--- src/rtl/bomb_pkg.sv ---
// Shared constants and encodings for the bomb scheduler and its slots.
package bomb_pkg;
  localparam int GRID_N  = 10;
  localparam int COORD_W = 4;
  localparam int NSLOT   = 4;
  localparam int SLOT_W  = $clog2(NSLOT);
  localparam logic [COORD_W-1:0] COORD_MAX = COORD_W'(GRID_N - 1);

  typedef enum logic [1:0] {
    EMPTY   = 2'd0,
    NEW     = 2'd1,
    AGED    = 2'd2,
    EXPLODE = 2'd3
  } bomb_state_e;

  typedef enum logic [1:0] {
    S_IDLE  = 2'd0,
    S_FUSE1 = 2'd1,
    S_FUSE2 = 2'd2,
    S_BLAST = 2'd3
  } slot_state_e;
endpackage

--- src/rtl/bomb_slot.sv ---
// One bomb: fuse/blast phase FSM, phase timer, stored cell and a pending-write flag.
module bomb_slot
  import bomb_pkg::*;
#(
  parameter int TICK_DIV = 25_000_000
) (
  input  logic               pixel_clk,
  input  logic               rst,
  input  logic               i_start,
  input  logic [COORD_W-1:0] i_x,
  input  logic [COORD_W-1:0] i_y,
  input  logic               i_grant,
  output logic               o_active,
  output logic               o_free,
  output logic               o_pend,
  output bomb_state_e        o_state,
  output logic [COORD_W-1:0] o_x,
  output logic [COORD_W-1:0] o_y
);
  localparam int CNT_W = $clog2(TICK_DIV);

  slot_state_e        r_state;
  slot_state_e        w_next;
  logic [CNT_W-1:0]   r_cnt;
  logic               r_pend;
  logic [COORD_W-1:0] r_x;
  logic [COORD_W-1:0] r_y;
  logic               w_tick;
  logic               w_change;

  always_comb begin
    w_next = r_state;
    w_tick = (r_cnt == CNT_W'(TICK_DIV - 1));
    case (r_state)
      S_IDLE:  if (i_start && !r_pend) w_next = S_FUSE1;
      S_FUSE1: if (w_tick) w_next = S_FUSE2;
      S_FUSE2: if (w_tick) w_next = S_BLAST;
      S_BLAST: if (w_tick) w_next = S_IDLE;
      default: w_next = S_IDLE;
    endcase
    w_change = (w_next != r_state);
  end

  // Every phase change (including the return to IDLE) owes the grid one write.
  always_ff @(posedge pixel_clk) begin
    if (rst) begin
      r_state <= S_IDLE;
      r_cnt   <= '0;
      r_pend  <= 1'b0;
    end else begin
      r_state <= w_next;
      r_cnt   <= (w_change || r_state == S_IDLE) ? '0 : r_cnt + CNT_W'(1);
      if (w_change)     r_pend <= 1'b1;
      else if (i_grant) r_pend <= 1'b0;
    end
  end

  always_ff @(posedge pixel_clk) begin
    if (r_state == S_IDLE && !r_pend && i_start) begin
      r_x <= i_x;
      r_y <= i_y;
    end
  end

  // The pending value is simply the current phase: a write drains long before the next phase.
  always_comb begin
    case (r_state)
      S_FUSE1: o_state = NEW;
      S_FUSE2: o_state = AGED;
      S_BLAST: o_state = EXPLODE;
      default: o_state = EMPTY;
    endcase
  end

  assign o_active = (r_state != S_IDLE);
  assign o_free   = !o_active && !r_pend;
  assign o_pend   = r_pend;
  assign o_x      = r_x;
  assign o_y      = r_y;
endmodule

--- src/rtl/bomb_scheduler.sv ---
// Four-slot bomb scheduler: request checking, same-cell round-robin and grid write arbiter.
module bomb_scheduler
  import bomb_pkg::*;
#(
  parameter int TICK_DIV = 25_000_000
) (
  input  logic               pixel_clk,
  input  logic               rst,
  input  logic               p1_req,
  input  logic [COORD_W-1:0] p1_x,
  input  logic [COORD_W-1:0] p1_y,
  output logic               p1_ack,
  output logic               p1_nack,
  input  logic               p2_req,
  input  logic [COORD_W-1:0] p2_x,
  input  logic [COORD_W-1:0] p2_y,
  output logic               p2_ack,
  output logic               p2_nack,
  output logic               wr_en,
  output logic [COORD_W-1:0] wr_x,
  output logic [COORD_W-1:0] wr_y,
  output logic [1:0]         wr_state,
  output logic               blast_valid,
  output logic [2:0]         active_cnt
);
  logic [NSLOT-1:0]   w_active, w_free, w_pend, w_start, w_grant;
  bomb_state_e        w_state [NSLOT];
  logic [COORD_W-1:0] w_sx [NSLOT];
  logic [COORD_W-1:0] w_sy [NSLOT];

  for (genvar g = 0; g < NSLOT; g++) begin : g_slot
    bomb_slot #(.TICK_DIV(TICK_DIV)) u_slot (
      .pixel_clk (pixel_clk),
      .rst       (rst),
      .i_start   (w_start[g]),
      .i_x       ((g < 2) ? p1_x : p2_x),
      .i_y       ((g < 2) ? p1_y : p2_y),
      .i_grant   (w_grant[g]),
      .o_active  (w_active[g]),
      .o_free    (w_free[g]),
      .o_pend    (w_pend[g]),
      .o_state   (w_state[g]),
      .o_x       (w_sx[g]),
      .o_y       (w_sy[g])
    );
  end

  logic w_p1_hit, w_p2_hit, w_p1_elig, w_p2_elig, w_conflict, w_p1_acc, w_p2_acc;
  logic r_prio_p2;

  // A cell stays occupied until its slot's clearing write has gone out.
  always_comb begin
    w_p1_hit = 1'b0;
    w_p2_hit = 1'b0;
    for (int i = 0; i < NSLOT; i++) begin
      if (!w_free[i] && w_sx[i] == p1_x && w_sy[i] == p1_y) w_p1_hit = 1'b1;
      if (!w_free[i] && w_sx[i] == p2_x && w_sy[i] == p2_y) w_p2_hit = 1'b1;
    end
    w_p1_elig  = p1_req && (p1_x <= COORD_MAX) && (p1_y <= COORD_MAX) && !w_p1_hit
                 && (w_free[0] || w_free[1]);
    w_p2_elig  = p2_req && (p2_x <= COORD_MAX) && (p2_y <= COORD_MAX) && !w_p2_hit
                 && (w_free[2] || w_free[3]);
    w_conflict = w_p1_elig && w_p2_elig && (p1_x == p2_x) && (p1_y == p2_y);
    w_p1_acc   = w_p1_elig && (!w_conflict || !r_prio_p2);
    w_p2_acc   = w_p2_elig && (!w_conflict ||  r_prio_p2);
    w_start    = '0;
    w_start[0] = w_p1_acc &&  w_free[0];
    w_start[1] = w_p1_acc && !w_free[0];
    w_start[2] = w_p2_acc &&  w_free[2];
    w_start[3] = w_p2_acc && !w_free[2];
  end

  logic              w_any;
  logic [SLOT_W-1:0] w_gidx;
  logic [2:0]        w_cnt;

  always_comb begin
    w_any  = |w_pend;
    w_gidx = '0;
    for (int i = NSLOT - 1; i >= 0; i--) begin
      if (w_pend[i]) w_gidx = SLOT_W'(i);
    end
    w_grant = '0;
    if (w_any) w_grant[w_gidx] = 1'b1;
    w_cnt = '0;
    for (int i = 0; i < NSLOT; i++) w_cnt = w_cnt + 3'(w_active[i]);
  end

  always_ff @(posedge pixel_clk) begin
    if (rst) begin
      r_prio_p2   <= 1'b0;
      p1_ack      <= 1'b0;
      p1_nack     <= 1'b0;
      p2_ack      <= 1'b0;
      p2_nack     <= 1'b0;
      wr_en       <= 1'b0;
      wr_x        <= '0;
      wr_y        <= '0;
      wr_state    <= EMPTY;
      blast_valid <= 1'b0;
      active_cnt  <= '0;
    end else begin
      p1_ack      <= w_p1_acc;
      p1_nack     <= p1_req && !w_p1_acc;
      p2_ack      <= w_p2_acc;
      p2_nack     <= p2_req && !w_p2_acc;
      if (w_conflict) r_prio_p2 <= !r_prio_p2;
      wr_en       <= w_any;
      blast_valid <= w_any && (w_state[w_gidx] == EXPLODE);
      if (w_any) begin
        wr_x     <= w_sx[w_gidx];
        wr_y     <= w_sy[w_gidx];
        wr_state <= w_state[w_gidx];
      end
      active_cnt  <= w_cnt;
    end
  end
endmodule

--- config.mk ---
export PLATFORM = sky130hd
export DESIGN_NAME = bomb_scheduler
export DESIGN_NICKNAME = d
export VERILOG_FILES = /design/src/rtl/bomb_pkg.sv /design/src/rtl/bomb_slot.sv /design/src/rtl/bomb_scheduler.sv
export SDC_FILE = /design/constraint.sdc
export NUM_CORES = 1
export LEC_CHECK = 0
export CAP_MARGIN = 20
export CORE_ASPECT_RATIO = 2
export CORE_MARGIN = 2
export CORE_UTILIZATION = 50
export DETAILED_ROUTE_END_ITERATION = 8
export PLACE_DENSITY = 0.65
export REMOVE_ABC_BUFFERS = 1
export SLEW_MARGIN = 20
export SYNTH_ARGS = -nofsm -noshare
export SYNTH_HDL_FRONTEND = slang
export SYNTH_HIERARCHICAL = 1
export SYNTH_SLANG_ARGS = --single-unit
--- constraint.sdc ---
create_clock -name pixel_clk -period 5.26 [get_ports pixel_clk]
set_input_delay 1.052 -clock pixel_clk [delete_from_list [all_inputs] [get_ports pixel_clk]]
set_output_delay 1.052 -clock pixel_clk [all_outputs]
set_load 0.005 [all_outputs]
==> flow_metrics.py, run 1 <==
metrics = {
    "min_path": {
        "whs_endpoint": "wr_y[3]",
        "hp-class": "reg -> reg",
        "hold_start": "wr_y[3]",
        "min_path_cells": 2,
    },
    "sta": {
        "fin_ws_ns": 1.59,
        "tightest_slew_ns": 1.07,
        "setup_viol": 0,
        "whs_ns": 0.455,
        "period_needed_ns": 3.67,
        "clock-skew-final_ns": 0.0105,
        "maxSlewViolCount": 0,
        "tns_ns": 0,
        "max_freq_mhz": 273,
        "rsz0062_at_grt": "false",
        "hold_viol": 0,
        "period_share": 0.697,
        "slew_headroom": 0.281,
    },
    "final_layout": {
        "drive_above_1_share": 0.0748,
        "fin_nets": 936,
        "antenna_cells": 0,
        "layout_common_cells": "dfxtp_1, nor2_1, xnor2_1, a21oi_1, nand3_1",
        "syn_to_final_growth_pct": 12.2,
        "stdcell_count": 1129,
        "final_common_cell": "dfxtp_1",
        "stdcell_area_um2": 9410,
    },
    "cts": {
        "hold_buffers": 0,
        "cts_buffers": 17,
        "cts.htree.levels": 4,
        "cts-root-buf": "clkbuf_16",
        "cts_tree": "built",
        "clk_transition_reported_paths_ns": 0.06,
        "insertion_delay_ns": 0.42,
        "cts_buffer_depth": 2,
        "clkSinkCount": 164,
        "cts_setup_buffers": 0,
        "ctsResizeCount": 0,
    },
    "floorplanning": {
        "rows": 67,
        "fp.dieH_um": 187,
        "dieArea_um2": 17900,
        "start_util": 0.506,
        "ioPinCount": 39,
        "core_area_um2": 16600,
        "die_w_um": 95.6,
    },
    "setup_path": {
        "cpMostUsedCell": "nor4_2",
        "r2r_cells": 6,
        "timing.rr.end": "g_slot[1].u_slot/o_x[2]",
        "crit_slowest_cell": "clkdlybuf4s50_1",
        "max_stage_delay_ns": 0.64,
        "cp_max_fo": 9,
        "path_class": "in -> reg",
        "rrSetupSlack_ns": 2.09,
        "crit_path_start_kind": "input port",
        "cp-end-kind": "flop",
        "cp_cell_sequence": "clkdlybuf4s50_1, xor2_2, nor4_2, nand4_1, o311ai_2, nor4_2, nor3_1, and2_1",
        "cp.arrival_ns": 3.73,
        "r2r-start": "g_slot[0].u_slot/o_pend",
        "cp_top_family": "simple AND/OR/NAND/NOR gates",
        "worstPathRequired_ns": 5.32,
        "worst-path-buf-inv": 1,
    },
    "global_routing": {
        "grt_max_degree": 26,
        "busiest_layer": "met2",
        "gr-usage-met2": 0.342,
        "grt.total_usage": 0.221,
        "use_met3": 0.0371,
        "grt-ovfl-total": 0,
        "grt_pass1_vias": 6243,
        "grt_pass1_wl_um": 31300,
        "global_route.usage.met1": 0.314,
        "antenna_found_initial": 0,
    },
    "synthesis": {
        "ys_types": 55,
        "postSynthRegisterBits": 164,
        "ys_warn_count": 6,
        "netlist_area_um2": 8390,
        "synth_edf_count": 32,
        "avgSynthCellArea_um2": 9.31,
        "yosysSeqAreaShare": 0.429,
        "syn_inst": 901,
        "yosys_most_used_dff": "dfxtp_1",
        "synthArstFlopShare": 0,
    },
    "pwr": {
        "leakage_nw": 2.85,
        "vdd_ir_drop_max_mv": 0.230,
        "power.density_nw_per_um2": 311,
    },
    "placement": {
        "dp_cells": 1097,
        "routabilityCongestion": 0.930,
        "io_buffers": 38,
        "hpwl_um": 13300,
        "pre_cts_ws_ns": 1.22,
        "dpl_cell_area_um2": 8760,
    },
    "drt": {
        "vias": 6562,
        "viasPerCell": 5.81,
        "drt_iter0_markers": 410,
        "ant_nets": 0,
        "route.detailed.drc": 0,
        "wl_um": 18800,
        "wire_per_inst_um": 16.7,
        "first_pass_iters": 4,
    },
    "run": {
        "drv_cap": 0,
    },
    "status": {
        "status": "complete, no violations",
    },
}
[cell families after synthesis]
logic type / share of synthesized area
simple gates: 0.255
flops: 0.429
compound gates: 0.0933
fa+ha+maj: 0.0113
buf+inv: 0.0504
xor+xnor: 0.128
mux: 0.0322
[Yosys cell counts, types with 8 or more instances]
master	instances	area, µm²
and3_1	9	56.3
o21ai_0	18	90.1
nand2_1	57	214
dfxtp_1	132	2640
edfxtp_1	32	961
nor2_1	88	330
xnor2_1	77	674
nand4_1	19	119
nor4_1	19	119
xor2_1	44	385
inv_1	31	116
buf_2	12	60.1
or3_1	18	113
or4_1	38	285
nor2b_1	9	56.3
and4_1	8	70.1
buf_4	8	60.1
mux4_2	10	225
nand3_1	58	290
o31ai_1	30	225
nor3_1	21	105
clkbuf_1	24	90.1
a21oi_1	63	315
[cell type report]
cell class                      count  area (µm²)
Tap cell                          207         259
Sequential cell                   164        3600
Timing Repair Buffer               42         410
Clock buffer                       21         482
Inverter                           31         116
Clock inverter                     11         170
Fill cell                        1519        7190
Multi-Input combinational cell    653        4370
[per-stage QoR]
step,util,power [mW]
after CTS,0.567,2.95
after floorplan,-,1.49
after detailed placement,0.528,1.60
after global placement,0.528,1.60
final,0.567,2.92
after global routing,0.567,3.02
[worst register-to-register path: stages (launching register included)]
cell,delay (ns)
dfxtp_1,0.43
nor3_1,0.74
o2111a_1,0.33
o41ai_1,0.11
or2_2,0.39
nor3_1,0.32
and2_1,0.50
[state kept, by name, indices dropped and copies added, names as in the netlist, 2 cells and up]
name and cells:
g_slot.u_slot/o_pend 4, active_cnt 3, g_slot.u_slot/r_cnt 100, g_slot.u_slot/o_y 16
wr_state 2, wr_x 4, g_slot.u_slot/r_state 8, wr_y 4
g_slot.u_slot/o_x 16
[per-layer routing]
| layer | wire, µm | up-vias |
|---|---|---|
| met2 | 8920 | 145 |
| met4 | 333 | 0 |
| met1 | 8950 | 3144 |
| met5 | 0 | - |
| met3 | 647 | 19 |
| li1 | - | 3254 |
[where the power goes]
group	internal [mW]	switching, mW
combinational	0.105	0.125
sequential	1.31	0.0282
clock	0.850	0.501
[worst max-delay path by stage]
stage / start / to / slack (ns) / depth (start not counted)
after floorplan: p2_y[2] / g_slot[0].u_slot/o_x[0] / 2.42 / 7
final: p2_y[2] / g_slot[1].u_slot/o_x[2] / 1.59 / 8
after detailed placement: p2_y[2] / g_slot[1].u_slot/o_x[2] / 1.22 / 8
after CTS: p2_y[2] / g_slot[1].u_slot/o_x[2] / 1.66 / 8
after global placement: p2_y[2] / g_slot[1].u_slot/o_y[0] / 1.15 / 8
after global routing: p2_y[2] / g_slot[0].u_slot/o_y[2] / 1.51 / 8
No activity file was read; power rests on OpenSTA's default activity.
==> run 2: changes to the inputs <==
Clock period 5.26 ns to 3.6 ns, I/O delays scaled along.
==> run 2 against run 1 <==
Global-route usage rose by 0.14 points. Clock-buffer cell count rose by 2. Power rose by 42%. Clock skew barely moved. Routed wire length rose by 1.8%. Register-to-register slack got worse by 1.4 ns. Setup slack got worse by 1.1 ns. Critical path type unchanged. Critical endpoint is now g_slot[3].u_slot/o_pend. Largest cell class unchanged. Highest routed layer unchanged.
==> flow_metrics.py, run 2 (synthesis gave the netlist of run 1 again) <==
metrics = {
    "global_routing": {
        "grt_max_degree": 26,
        "grt_pass1_wl_um": 31500,
        "grt_pass1_vias": 6283,
        "grt-ovfl-total": 0,
        "grt.total_usage": 0.223,
        "antenna_found_initial": 0,
    },
    "cts": {
        "cts_tree": "built",
        "clk_transition_reported_paths_ns": 0.06,
        "hold_buffers": 0,
        "cts_setup_buffers": 0,
        "cts_buffers": 17,
        "cts-root-buf": "clkbuf_16",
        "clkSinkCount": 164,
        "cts.htree.levels": 4,
        "insertion_delay_ns": 0.42,
        "ctsResizeCount": 0,
        "cts_buffer_depth": 2,
    },
    "floorplanning": {
        "dieArea_um2": 17900,
        "core_area_um2": 16600,
        "start_util": 0.506,
        "rows": 67,
        "ioPinCount": 39,
        "fp.dieH_um": 187,
        "die_w_um": 95.6,
    },
    "final_layout": {
        "ff_latch_area_um2": 3600,
        "drive_above_1_share": 0.0964,
        "final_common_cell": "dfxtp_1",
        "largest-register": "g_slot.u_slot/r_cnt",
        "nFillCells": 1489,
        "antenna_cells": 0,
        "multi_input_area_um2": 4370,
        "fin_nets": 958,
        "layout_common_cells": "dfxtp_1, nor2_1, xnor2_1, a21oi_1, nand3_1",
        "final_util": 0.576,
        "largest_reg_flops": 100,
        "syn_to_final_growth_pct": 13.9,
    },
    "sta": {
        "hold_viol": 0,
        "clock-skew-final_ns": 0.0105,
        "slew_headroom": 0.412,
        "period_share": 0.851,
        "max_freq_mhz": 326,
        "whs_ns": 0.455,
        "maxSlewViolCount": 0,
        "setup_viol": 0,
        "tightest_slew_ns": 0.873,
        "tns_ns": 0,
        "rsz0062_at_grt": "false",
        "fin_ws_ns": 0.537,
        "period_needed_ns": 3.06,
    },
    "pwr": {
        "power.density_nw_per_um2": 435,
        "leakage_nw": 2.94,
        "power.total_mw": 4.15,
        "vdd_ir_drop_max_mv": 0.304,
    },
    "drt": {
        "wl_um": 19200,
        "ant_nets": 0,
        "wire_per_inst_um": 16.7,
        "route.detailed.drc": 0,
        "first_pass_iters": 5,
        "drt_iter0_markers": 378,
        "vias": 6672,
        "viasPerCell": 5.80,
    },
    "setup_path": {
        "cpMostUsedCell": "nor3_1",
        "cp_top_family": "simple AND/OR/NAND/NOR gates",
        "worstPathRequired_ns": 3.91,
        "crit_slowest_cell": "clkdlybuf4s50_1",
        "cp.arrival_ns": 3.37,
        "crit_path_start_kind": "input port",
        "cp_max_fo": 9,
        "path_class": "in -> reg",
        "max_stage_delay_ns": 0.65,
        "cp-end-kind": "flop",
        "worst-path-buf-inv": 1,
        "cp_cell_sequence": "clkdlybuf4s50_1, xor2_1, nor4_1, nand2_1, or2_1, nor3_1, nor3_1, and2_1, o31a_1",
    },
    "placement": {
        "routabilityCongestion": 0.927,
        "pre_cts_ws_ns": 0.0868,
        "hpwl_um": 13600,
        "io_buffers": 38,
    },
    "run": {
        "drv_cap": 0,
    },
    "min_path": {
        "hp-class": "reg -> reg",
    },
    "status": {
        "status": "complete, no violations",
    },
}
## run 2: final cells by class
cell class                      instances  share of cell area
Multi-Input combinational cell        653               0.457
Sequential cell                       164               0.377
Timing Repair Buffer                   64              0.0628
Clock buffer                           23              0.0544
Tap cell                              207              0.0271
Inverter                               31              0.0122
Clock inverter                          9             0.00942
## run 2: power by group
group | internal [mW] | switching (mW) | total [mW]
registers | 1.92 | 0.0416 | 1.96
clock network | 1.09 | 0.738 | 1.83
logic | 0.178 | 0.185 | 0.363
total | 3.19 | 0.965 | 4.15
## run 2: metal layers
metal / global-route usage / share of wire
met5: 0 / 0
met4: 0.0720 / 0.022
met3: 0.0475 / 0.061
met2: 0.348 / 0.47
met1: 0.306 / 0.45
## run 2: worst paths after layout
path	endpoint	slack, ns	startpoint	cells after the start
worst max-delay path	g_slot[3].u_slot/o_pend	0.54	p1_y[3]	9
worst min-delay path	wr_y[1]	0.45	wr_y[1]	2
worst max register to register	g_slot[3].u_slot/o_y[0]	0.73	g_slot[1].u_slot/o_pend	7
worst min register to register	wr_y[1]	0.45	wr_y[1]	2
## run 2: per-stage QoR
step           area (µm²)  std cells
2_1_floorplan        8090        848
3_3_place_gp         8950       1119
3_5_place_dp         8950       1119
4_1_cts              9560       1151
5_1_grt              9560       1151
6_report             9560       1151
## run 2: worst reg2reg max path: stages, from the launching register on
cell and delay, ns:
dfxtp_1 0.41, nor3_1 0.59, nor2_1 0.16, a31oi_1 0.20, o311ai_2 0.17, or2_1 0.31, nor3_1 0.22, and2_1 0.45
